[config.mk]
export PLATFORM = sky130hd
export DESIGN_NAME = line_feeder_flat
export DESIGN_NICKNAME = d
export VERILOG_FILES = /design/src/rtl/line_feeder_if.sv /design/src/rtl/line_feeder.sv /design/src/flat_wrapper.sv
export SDC_FILE = /design/constraint.sdc
export NUM_CORES = 1
export LEC_CHECK = 0
export CORE_ASPECT_RATIO = 1.25
export CORE_MARGIN = 5
export CORE_UTILIZATION = 60
export CTS_BUF_LIST = sky130_fd_sc_hd__clkbuf_4
export DETAILED_ROUTE_END_ITERATION = 10
export DONT_BUFFER_PORTS = 1
export PLACE_DENSITY_LB_ADDON = 0.2
export SYNTH_ARGS = -nofsm -noshare
export SYNTH_HDL_FRONTEND = slang
export SYNTH_SLANG_ARGS = --single-unit
[constraint.sdc]
create_clock -name clk -period 6.5 [get_ports clk]
set_clock_uncertainty 0.15 [all_clocks]
set_input_delay 1.625 -clock clk [delete_from_list [all_inputs] [get_ports clk]]
set_output_delay 1.625 -clock clk [all_outputs]
set_load 0.02 [all_outputs]
[src/rtl/line_feeder_if.sv]
//------------------------------------------------------------------------------
// line_feeder_if - image-memory read port plus pixel-column stream.  Rev 1.0
//------------------------------------------------------------------------------
`default_nettype none

interface line_feeder_if #(
  parameter int BIT_DEPTH = 8,
  parameter int ADDR_W    = 10
);
  logic                 mem_rd_en;
  logic [ADDR_W-1:0]    mem_addr;
  logic [BIT_DEPTH-1:0] mem_rd_data;
  logic                 shift_buffer;
  logic [BIT_DEPTH-1:0] pix_l1;
  logic [BIT_DEPTH-1:0] pix_l2;
  logic [BIT_DEPTH-1:0] pix_l3;
  logic                 ready;
  logic                 row_end;

  modport master (
    output mem_rd_en, mem_addr, pix_l1, pix_l2, pix_l3, ready, row_end,
    input  mem_rd_data, shift_buffer
  );

  modport slave (
    input  mem_rd_en, mem_addr, pix_l1, pix_l2, pix_l3, ready, row_end,
    output mem_rd_data, shift_buffer
  );
endinterface

`default_nettype wire

[src/rtl/line_feeder.sv]
//------------------------------------------------------------------------------
// line_feeder - three-row line buffer feeding pixel columns to a conv engine.
// Optional macro LINE_FEEDER_ZERO_PAD_EN adds a zero column on each row side. Rev 1.0
//------------------------------------------------------------------------------
`default_nettype none

module line_feeder #(
  parameter int BIT_DEPTH = 8,
  parameter int IMG_W     = 28,
  parameter int IMG_H     = 28,
  parameter int ADDR_W    = 10
) (
  input  wire                 clk,
  input  wire                 rst,
  input  wire                 start,
  input  wire  [1:0]          stride,
  output logic                done,
  line_feeder_if.master       bus
);

`ifdef LINE_FEEDER_ZERO_PAD_EN
  localparam int c_ncols = IMG_W + 2;
`else
  localparam int c_ncols = IMG_W;
`endif
  localparam int CW = $clog2(c_ncols);
  localparam int IW = $clog2(IMG_W);
  localparam int RW = $clog2(IMG_H + 8);
  localparam logic [CW-1:0] c_last_col = CW'(c_ncols - 1);
  localparam logic [IW-1:0] c_last_rd  = IW'(IMG_W - 1);

  typedef enum logic [2:0] {
    S_IDLE   = 3'd0,
    S_FILL   = 3'd1,
    S_SERVE  = 3'd2,
    S_REFILL = 3'd3,
    S_DONE   = 3'd4
  } state_t;

  state_t               r_state;
  logic [1:0]           r_stride;
  logic [RW-1:0]        r_top;
  logic [CW-1:0]        r_col;
  logic [1:0]           r_rot;
  logic [RW-1:0]        r_iss_row;
  logic [IW-1:0]        r_iss_col;
  logic [1:0]           r_iss_slot;
  logic [1:0]           r_iss_left;
  logic                 r_rd_en;
  logic [ADDR_W-1:0]    r_addr;
  logic                 r_wr_en;
  logic [1:0]           r_wr_slot;
  logic [IW-1:0]        r_wr_col;
  logic                 r_ready;
  logic                 r_row_end;
  logic                 r_done;
  logic [BIT_DEPTH-1:0] r_hold1, r_hold2, r_hold3;
  logic [BIT_DEPTH-1:0] r_line [3][IMG_W];

  // Slot index arithmetic modulo 3 (base < 3, off <= 2).
  function automatic logic [1:0] f_slot(input logic [1:0] base, input logic [1:0] off);
    logic [2:0] s;
    s = {1'b0, base} + {1'b0, off};
    f_slot = (s >= 3'd3) ? 2'(s - 3'd3) : s[1:0];
  endfunction

  function automatic logic [ADDR_W-1:0] f_addr(input logic [RW-1:0] row, input logic [IW-1:0] col);
    f_addr = ADDR_W'(row) * ADDR_W'(IMG_W) + ADDR_W'(col);
  endfunction

  logic                 w_iss_wrap;
  logic [IW-1:0]        w_nxt_col;
  logic [RW-1:0]        w_nxt_row;
  logic [RW-1:0]        w_top_nxt;
  logic [RW-1:0]        w_ref_row;
  logic                 w_more;
  logic                 w_last;
  logic [IW-1:0]        w_bcol;
  logic [1:0]           w_s1, w_s2;
  logic [BIT_DEPTH-1:0] w_cur1, w_cur2, w_cur3;

  assign w_iss_wrap = (r_iss_col == c_last_rd);
  assign w_nxt_col  = w_iss_wrap ? '0 : r_iss_col + IW'(1);
  assign w_nxt_row  = w_iss_wrap ? r_iss_row + RW'(1) : r_iss_row;
  assign w_top_nxt  = r_top + RW'(r_stride);
  assign w_ref_row  = r_top + RW'(3);
  assign w_more     = (w_top_nxt + RW'(2)) <= RW'(IMG_H - 1);
  assign w_last     = (r_col == c_last_col);
  assign w_s1       = f_slot(r_rot, 2'd1);
  assign w_s2       = f_slot(r_rot, 2'd2);

`ifdef LINE_FEEDER_ZERO_PAD_EN
  logic w_pad;
  assign w_pad  = (r_col == '0) || w_last;
  assign w_bcol = IW'(r_col - CW'(1));
`else
  assign w_bcol = IW'(r_col);
`endif

  always_comb begin
    w_cur1 = r_line[r_rot][w_bcol];
    w_cur2 = r_line[w_s1][w_bcol];
    w_cur3 = r_line[w_s2][w_bcol];
`ifdef LINE_FEEDER_ZERO_PAD_EN
    if (w_pad) begin
      w_cur1 = '0;
      w_cur2 = '0;
      w_cur3 = '0;
    end
`endif
  end

  // Read data lands one cycle after its strobe; the write side just trails the issue side.
  always_ff @(posedge clk) begin
    if (r_wr_en) r_line[r_wr_slot][r_wr_col] <= bus.mem_rd_data;
  end

  always_ff @(posedge clk or negedge rst) begin
    if (!rst) begin
      r_state    <= S_IDLE;
      r_stride   <= 2'd1;
      r_top      <= '0;
      r_col      <= '0;
      r_rot      <= '0;
      r_iss_row  <= '0;
      r_iss_col  <= '0;
      r_iss_slot <= '0;
      r_iss_left <= '0;
      r_rd_en    <= 1'b0;
      r_addr     <= '0;
      r_wr_en    <= 1'b0;
      r_wr_slot  <= '0;
      r_wr_col   <= '0;
      r_ready    <= 1'b0;
      r_row_end  <= 1'b0;
      r_done     <= 1'b0;
      r_hold1    <= '0;
      r_hold2    <= '0;
      r_hold3    <= '0;
    end else begin
      r_row_end <= 1'b0;
      r_done    <= 1'b0;
      r_wr_en   <= r_rd_en;
      r_wr_slot <= r_iss_slot;
      r_wr_col  <= r_iss_col;
      if (r_state == S_SERVE) begin
        r_hold1 <= w_cur1;
        r_hold2 <= w_cur2;
        r_hold3 <= w_cur3;
      end

      case (r_state)
        S_IDLE: begin
          if (start) begin
            r_stride   <= (stride == 2'd2) ? 2'd2 : 2'd1;
            r_top      <= '0;
            r_col      <= '0;
            r_rot      <= '0;
            r_iss_row  <= '0;
            r_iss_col  <= '0;
            r_iss_slot <= '0;
            r_iss_left <= 2'd3;
            r_addr     <= '0;
            r_rd_en    <= 1'b1;
            r_state    <= S_FILL;
          end
        end

        S_FILL, S_REFILL: begin
          if (r_rd_en) begin
            r_iss_col <= w_nxt_col;
            r_iss_row <= w_nxt_row;
            r_addr    <= f_addr(w_nxt_row, w_nxt_col);
            if (w_iss_wrap) begin
              r_iss_slot <= f_slot(r_iss_slot, 2'd1);
              r_iss_left <= r_iss_left - 2'd1;
              if (r_iss_left == 2'd1) r_rd_en <= 1'b0;
            end
          end else begin
            // Drain cycle: the final write completes on this edge.
            r_state <= S_SERVE;
            r_ready <= 1'b1;
          end
        end

        S_SERVE: begin
          if (bus.shift_buffer) begin
            if (w_last) begin
              r_col     <= '0;
              r_top     <= w_top_nxt;
              r_row_end <= 1'b1;
              r_ready   <= 1'b0;
              if (w_more) begin
                // New rows overwrite the oldest slots, which start at the current rotation.
                r_state    <= S_REFILL;
                r_rot      <= f_slot(r_rot, r_stride);
                r_iss_row  <= w_ref_row;
                r_iss_col  <= '0;
                r_iss_slot <= r_rot;
                r_iss_left <= r_stride;
                r_addr     <= f_addr(w_ref_row, '0);
                r_rd_en    <= 1'b1;
              end else begin
                r_state <= S_DONE;
                r_done  <= 1'b1;
              end
            end else begin
              r_col <= r_col + CW'(1);
            end
          end
        end

        S_DONE: r_state <= S_IDLE;

        default: r_state <= S_IDLE;
      endcase
    end
  end

  assign bus.mem_rd_en = r_rd_en;
  assign bus.mem_addr  = r_addr;
  assign bus.ready     = r_ready;
  assign bus.row_end   = r_row_end;
  assign done          = r_done;
  assign bus.pix_l1    = (r_state == S_SERVE) ? w_cur1 : r_hold1;
  assign bus.pix_l2    = (r_state == S_SERVE) ? w_cur2 : r_hold2;
  assign bus.pix_l3    = (r_state == S_SERVE) ? w_cur3 : r_hold3;

endmodule

`default_nettype wire

[src/flat_wrapper.sv]
// flat-port wrapper written by rule: the top's interface ports become plain ports
module line_feeder_flat 
#(
  parameter int BIT_DEPTH = 8,
  parameter int IMG_W     = 28,
  parameter int IMG_H     = 28,
  parameter int ADDR_W    = 10
)
  (clk, rst, start, stride, done, bus_mem_rd_en, bus_mem_addr, bus_pix_l1, bus_pix_l2, bus_pix_l3, bus_ready, bus_row_end, bus_mem_rd_data, bus_shift_buffer);
  line_feeder_if #(.BIT_DEPTH(BIT_DEPTH), .ADDR_W(ADDR_W)) bus_i ();
  input  wire clk;
  input  wire rst;
  input  wire start;
  input  wire  [1:0] stride;
  output logic done;
  output wire logic [$bits(bus_i.mem_rd_en)-1:0] bus_mem_rd_en;
  output wire logic [$bits(bus_i.mem_addr)-1:0] bus_mem_addr;
  output wire logic [$bits(bus_i.pix_l1)-1:0] bus_pix_l1;
  output wire logic [$bits(bus_i.pix_l2)-1:0] bus_pix_l2;
  output wire logic [$bits(bus_i.pix_l3)-1:0] bus_pix_l3;
  output wire logic [$bits(bus_i.ready)-1:0] bus_ready;
  output wire logic [$bits(bus_i.row_end)-1:0] bus_row_end;
  input wire logic [$bits(bus_i.mem_rd_data)-1:0] bus_mem_rd_data;
  input wire logic [$bits(bus_i.shift_buffer)-1:0] bus_shift_buffer;
  assign bus_mem_rd_en = bus_i.mem_rd_en;
  assign bus_mem_addr = bus_i.mem_addr;
  assign bus_pix_l1 = bus_i.pix_l1;
  assign bus_pix_l2 = bus_i.pix_l2;
  assign bus_pix_l3 = bus_i.pix_l3;
  assign bus_ready = bus_i.ready;
  assign bus_row_end = bus_i.row_end;
  assign bus_i.mem_rd_data = bus_mem_rd_data;
  assign bus_i.shift_buffer = bus_shift_buffer;
  line_feeder #(.BIT_DEPTH(BIT_DEPTH), .IMG_W(IMG_W), .IMG_H(IMG_H), .ADDR_W(ADDR_W)) u_core (.clk(clk), .rst(rst), .start(start), .stride(stride), .done(done), .bus(bus_i));
endmodule
=== Yosys cells after proc, flatten, opt, wreduce, memory -nomap -nowiden ===
Memory sizes are Yosys's and may differ from the RTL's.
Cells that the tools add are included.

* Add/sub/neg operators: 16
* $mul: 2
* Order comparisons: 8
* Equal/unequal tests: 14
* Multiplexer cells: 90
* Bitwise logic cells: 2
* Reductions and logical operators: 15

{| class="wikitable"
|+ Operator list
! operator !! count
|-
| $mux 224 || 1
|-
| $bmux 8 s5 || 3
|-
| $mux 8 || 10
|-
| $mux 10 || 5
|-
| $mux 6 || 8
|-
| $demux 8 s5 || 1
|-
| $mux 2 || 20
|-
| $mux 5 || 8
|-
| $pmux 10 s3 || 1
|-
| $mux 1 || 18
|-
| $pmux 6 s3 || 1
|-
| $mul 6x3->8 const B || 2
|-
| $mux 3 || 5
|-
| $pmux 5 s3 || 1
|-
| $add 6x2->6 const B || 2
|-
| $ge 3x2->1 const B || 4
|-
| $ge 6x6->1 const B || 2
|-
| $not 5->6 || 2
|-
| $pmux 2 s3 || 2
|-
| $pmux 6 s2 || 1
|-
| $reduce_and 4->1 || 3
|-
| $add 10x5->10 || 1
|-
| $add 5x1->5 const B || 2
|-
| $eq 5x5->1 const B || 2
|-
| other kinds (30) || 42
|}

* Bits in registers: 79
* Bits in writable memories: 672
* Input port bits: 14
* Output and inout port bits: 38
* Word-level logic and storage cells: 168
* Memories: 1

{| class="wikitable"
|+ Memory list
! memory !! depth !! bits a word !! read ports !! clocked after memory_dff !! write ports !! line !! RTL
|-
| u_core.r_line || 3 || 224 || 3 || 0 || 1 || line_feeder.sv:58 || <nowiki>logic [BIT_DEPTH-1:0] r_line [3][IMG_W];</nowiki>
|}

=== Logic depth before layout (Yosys ltp) ===
An unclocked memory read counts as a cell.

* Depth in word-level cells: 8
* Gate-level depth with buffers: 16
* Gate-level depth less buffers: 16

=== Least setup slack after synthesis ===
No wires, ideal clock.

* Kind: reg-to-output
* Start point: reg u_core.r_rot[1]
* End point: out bus_pix_l2[1]
* Arrival time: 3.596 ns
* Data required time: 4.725 ns
* Setup slack: 1.129 ns
* Cell stages (with the launch flop): 15
* Path buffers: 8
* Path through: dfrtp_1 clkbuf_1 inv_1 buf_2 buf_1 clkbuf_1 ha_1 clkbuf_1 inv_1 buf_2 buf_1 clkbuf_1 nand2_1 o211ai_1 a311oi_1

* Cells in the longest elaborated chain, start to end: 8
* Elaborated cells between the ends (all ways): 9
* Those cells by class: add/sub: 2; order compare: 1; mux: 5; memory: 1

{| class="wikitable"
|+ RTL lines
! what !! line !! RTL
|-
| start, declared || line_feeder.sv:44 || <nowiki>logic [1:0] r_rot;</nowiki>
|-
| start signal, assigned || line_feeder.sv:196 || <nowiki>r_rot <= f_slot(r_rot, r_stride);</nowiki>
|-
| $add 2x1->3 (*) || line_feeder.sv:63 || <nowiki>s = {1'b0, base} + {1'b0, off};</nowiki>
|-
| $ge 3x2->1 / $sub 2x2->2 (equally long branches) || line_feeder.sv:64 || <nowiki>f_slot = (s >= 3'd3) ? 2'(s - 3'd3) : s[1:0];</nowiki>
|-
| $mux 2 (*) || line_feeder.sv:64 ||
|-
| $mem_v2 3x224 (*) || n/a ||
|-
| $bmux 8 s5 (*) || line_feeder.sv:102 || <nowiki>w_cur2 = r_line[w_s1][w_bcol];</nowiki>
|-
| $mux 8 (not written as such) (*) (2 in a row) || line_feeder.sv:102 ||
|-
| $mux 8 (*) || line_feeder.sv:226 || <nowiki>assign bus.pix_l2 = (r_state == S_SERVE) ? w_cur2 : r_hold2;</nowiki>
|-
| end, declared || flat_wrapper.sv:19 || <nowiki>output wire logic [$bits(bus_i.pix_l2)-1:0] bus_pix_l2;</nowiki>
|}

Mark *: on every way between the ends. The rest lies on a longest branch, timed or not. The select of a mux whose other input is x is not followed.

=== Final worst setup path ===
* Start point: reg u_core.r_rot[0]
* End point: out bus_pix_l3[6]

* Cells in the longest elaborated chain, start to end: 8
* Elaborated cells between the ends (all ways): 9
* Those cells by class: add/sub: 2; order compare: 1; mux: 5; memory: 1

{| class="wikitable"
|+ RTL lines
! what !! line !! RTL
|-
| $add 2x2->3 (*) || line_feeder.sv:63 ||
|-
| $ge 3x2->1 / $sub 2x2->2 (equally long branches) || line_feeder.sv:64 ||
|-
| $mux 2 (*) || line_feeder.sv:64 ||
|-
| $mem_v2 3x224 (*) || n/a ||
|-
| $bmux 8 s5 (*) || line_feeder.sv:103 || <nowiki>w_cur3 = r_line[w_s2][w_bcol];</nowiki>
|-
| $mux 8 (not written as such) (*) (2 in a row) || line_feeder.sv:103 ||
|-
| $mux 8 (*) || line_feeder.sv:227 || <nowiki>assign bus.pix_l3 = (r_state == S_SERVE) ? w_cur3 : r_hold3;</nowiki>
|-
| end, declared || flat_wrapper.sv:20 || <nowiki>output wire logic [$bits(bus_i.pix_l3)-1:0] bus_pix_l3;</nowiki>
|}

Marks and branches as above.

==> summary.txt <==
Critical path
  • Worst Path Max Fanout: 17
  • Crit-path cells: clkinv_1 -> ha_4 -> buf_6 -> mux4_2 -> mux4_2 -> a21oi_1 -> o211ai_1 -> o221a_2
  • CP max stage cell: mux4_2
  • R2R setup slack: 1.72 ns
  • Reg2reg end: u_core.bus.mem_addr[7]
  • Crit-path most repeated cell: mux4_2
  • Critical R2R Launch: u_core.bus.mem_addr[0]
  • Critical Path RT: 4.72 ns
  • Slowest stage delay, CP: 0.58 ns
  • Critical Path End Type: output pin
  • CP top delay family: multiplexers
  • WS Path Type: register to output pin
  • R2R depth: 16
  • Worst EP arrival: 4.60 ns
  • Worst Setup Start Kind: register
  • Crit path buf inv count: 2

Finish
  • Final nets: 2,711
  • Layout cells sized above 1: 33.1%
  • Layout area overhead: 8.41%
  • Final instance area: 43,600 µm²
  • Most frequent cells in the layout: edfxtp_1 (672), mux4_2 (377), clkbuf_4 (282)
  • Core Util, Final: 65.3%
  • Commonest non-fill, non-tap cell in the layout: edfxtp_1

Yosys
  • Compound-Gate Fraction of Synth Area: 6.90%
  • Mean cell area of the mapped netlist: 15.6 µm²
  • Register area share after synthesis: 55.1%
  • Synth async-reset ratio: 10.4%
  • Synth Warn #: 0
  • Largest family of logic cells by synthesized area: multiplexers
  • Synthesized flop and latch total: 750
  • Xor/xnor share of the synthesized area: 0.654%
  • Post-synth EDFFs: 672
  • Synth area leader: edfxtp_1
  • Cell area after synthesis: 40,200 µm²
  • Post-synthesis cell type count: 80
  • Post-synthesis simple-gate area fraction: 5.05%
  • Ys flop type: edfxtp_1
  • Area share of the leading cell type in the synthesized netlist: 50.2%
  • Post-Synthesis Cells: 2,576
  • Syn Nets: 2,633
  • Synth area leaders: edfxtp_1 (50%), mux4_2 (21%), dfrtp_1 (4.8%)
  • Post-Synth Adder-Cell Area: 1.56%
  • Post-synthesis mux area share: 27.7%

Global routing
  • Met1 global-route usage: 43.5%
  • Largest net degree at the start of global routing: 127
  • Number of global-route vias before repair: 26,500
  • Initial antenna violation count: 6
  • GRT busiest layer: met2
  • M2 GR Usage: 51.7%
  • First-pass GRT wire length: 177 mm
  • Met3 Use GR: 11.7%
  • GRT Total Usage: 34.0%
  • Global route overflow: 0

Clocking
  • Root buffer cell: clkbuf_4
  • Reg clk slew, reported paths: 0.08 ns
  • H-Tree Depth: 4
  • CTS tree: yes
  • Max Root-Sink Buffers: 3
  • Clock Sinks: 750
  • Cts bufs inserted: 186
  • Clk_lat worst skew: 1.11 ns

Timing
  • Achievable clock frequency: 157 MHz
  • Hold slack: 0.0496 ns
  • Setup TNS: 0 ns
  • Worst Max-Slew Pin Slew: 1.30 ns
  • Final setup viols: 0
  • Slew headroom: 13.2%
  • Hold Vio Cnt, Final: 0
  • Tcrit/Tclk final: 98.1%
  • Max Slew Vio Count: 0
  • Minimum clock period: 6.38 ns

Routing
  • DRC violations left: 0
  • Post-route ant nets: 0
  • Routed wire length: 122 mm
  • Vias/cell: 7.23
  • First-pass DRT Iterations: 6
  • Starting DRT DRC Count: 3,752
  • Via count: 26,600
  • Per-cell routed wire length: 33.2 µm

Power and ir drop
  • Cell Pwr Density: 522 nW/µm²
  • P_leak: 14.6 nW
  • Max VDD drop: 0.345 mV

Die
  • Die Span Y: 299 µm
  • Core area: 66,700 µm²
  • Die X: 241 µm
  • Initial core utilization: 60.2%
  • Num rows: 106
  • Ports placed on the boundary: 52
  • Die area: 72,300 µm²

Place
  • Port Buffers: 0
  • Area after DPL: 41,000 µm²
  • Placer Congestion: 1.02
  • Final HPWL DP: 80.3 mm

Run status
  • Status: finished, final reports clean

Min path
  • Hold Path Class: input port to async pin

Job
  • Max-cap check violation count: 0
layout make-up:
class                      count  area [µm²]
multi-input combinational   1583       16900
timing repair buffer          89         821
inverter                      44         166
antenna                        6        15.0
tap                          864        1080
sequential                   750       22100
clock buffer                 282        2120
clock inverter                55         322
fill                        4720       23100
cells by family after synthesis:
group,count (synthesis)
buffers and inverters,243
multiplexers,624
AND/OR/NAND/NOR,456
XOR/XNOR,30
AO/OA/AOI/OAI,430
flip-flops,750
adder cells (fa/ha/maj),43
flip-flops by register name (all words and copies together), names as in the netlist, 2 cells and up:
| signal | count |
|---|---|
| u_core.r_top | 6 |
| u_core.r_col | 5 |
| u_core.r_iss_col | 4 |
| u_core.bus.mem_addr | 10 |
| u_core.r_iss_slot | 2 |
| u_core.r_hold2 | 8 |
| u_core.r_iss_left | 2 |
| u_core.r_hold3 | 8 |
| u_core.r_rot | 2 |
| u_core.r_line | 672 |
| u_core.r_wr_col | 5 |
| u_core.r_state | 3 |
| u_core.r_wr_slot | 2 |
| u_core.r_iss_row | 6 |
| u_core.r_stride | 2 |
| u_core.r_hold1 | 8 |
how the worst max path moves through the flow:
stage,start,to,slack [ns],depth (start not counted)
after global placement,u_core.r_rot[0],bus_pix_l1[4],1.09,6
final,u_core.r_rot[0],bus_pix_l3[6],0.12,8
after global routing,u_core.r_rot[0],bus_pix_l1[4],-0.01,6
after floorplan,u_core.r_rot[1],bus_pix_l2[1],1.13,14
after CTS,u_core.r_rot[1],bus_pix_l2[1],0.02,9
after detailed placement,u_core.r_rot[0],bus_pix_l1[4],1.03,6
cells in the mapped netlist, types with 7 or more instances:
cell type  number
a21boi_0        8
mux2_4          8
mux2i_1       125
o21a_1          8
xor2_1         14
ha_1           31
mux4_2        377
clkbuf_1       62
nand2_1       159
o211a_1         7
mux2_2        108
buf_6           7
buf_4          45
nor3b_1         8
buf_1          15
o221ai_1        9
o21ai_0       112
o211ai_1       18
nor3_1         22
a21oi_1       110
xnor2_1        16
and3_1          7
nor2_1        165
dfrtp_1        77
edfxtp_1      672
a211oi_1       21
nand3_1        22
o22ai_1        22
a22oi_1        17
nor2b_1        18
a21o_1         10
a31oi_1        21
nand2b_1       18
fa_1           12
inv_1          40
buf_2          69
report_power, final:
group | switching [mW] | total, mW | leakage, nW | internal, mW
clock | 2.02 | 4.10 | 1.44 | 2.07
combinational | 7.58 | 12.6 | 6.16 | 5.03
sequential | 0.405 | 6.02 | 7.00 | 5.61
total | 10.0 | 22.7 | 14.6 | 12.7
through the flow:
step	power, mW	setup slack (ns)	std cells
after floorplan	14.5	1.13	2576
after global placement	18.0	1.09	3322
after detailed placement	18.2	1.03	3322
after CTS	22.3	0.0184	3661
after global routing	23.6	-0.0108	3673
final	22.7	0.124	3673
what timing repair did:
item,4_1_cts,5_1_grt
setup endpoints to repair,9,15
buffers inserted,1,5
resized for setup,4,12
hold endpoints to repair,14,4
hold buffers,1,1
pin swaps,1,1
routing by layer:
metal / wire length (µm) / up-vias / share of wire, %
met5: 52 / - / 0.043
met4: 7750 / 6 / 6.4
met3: 15000 / 397 / 12
met2: 56700 / 1828 / 46
met1: 42500 / 13600 / 35
li1: - / 10800 / -
(Power assumes the default switching activity.)
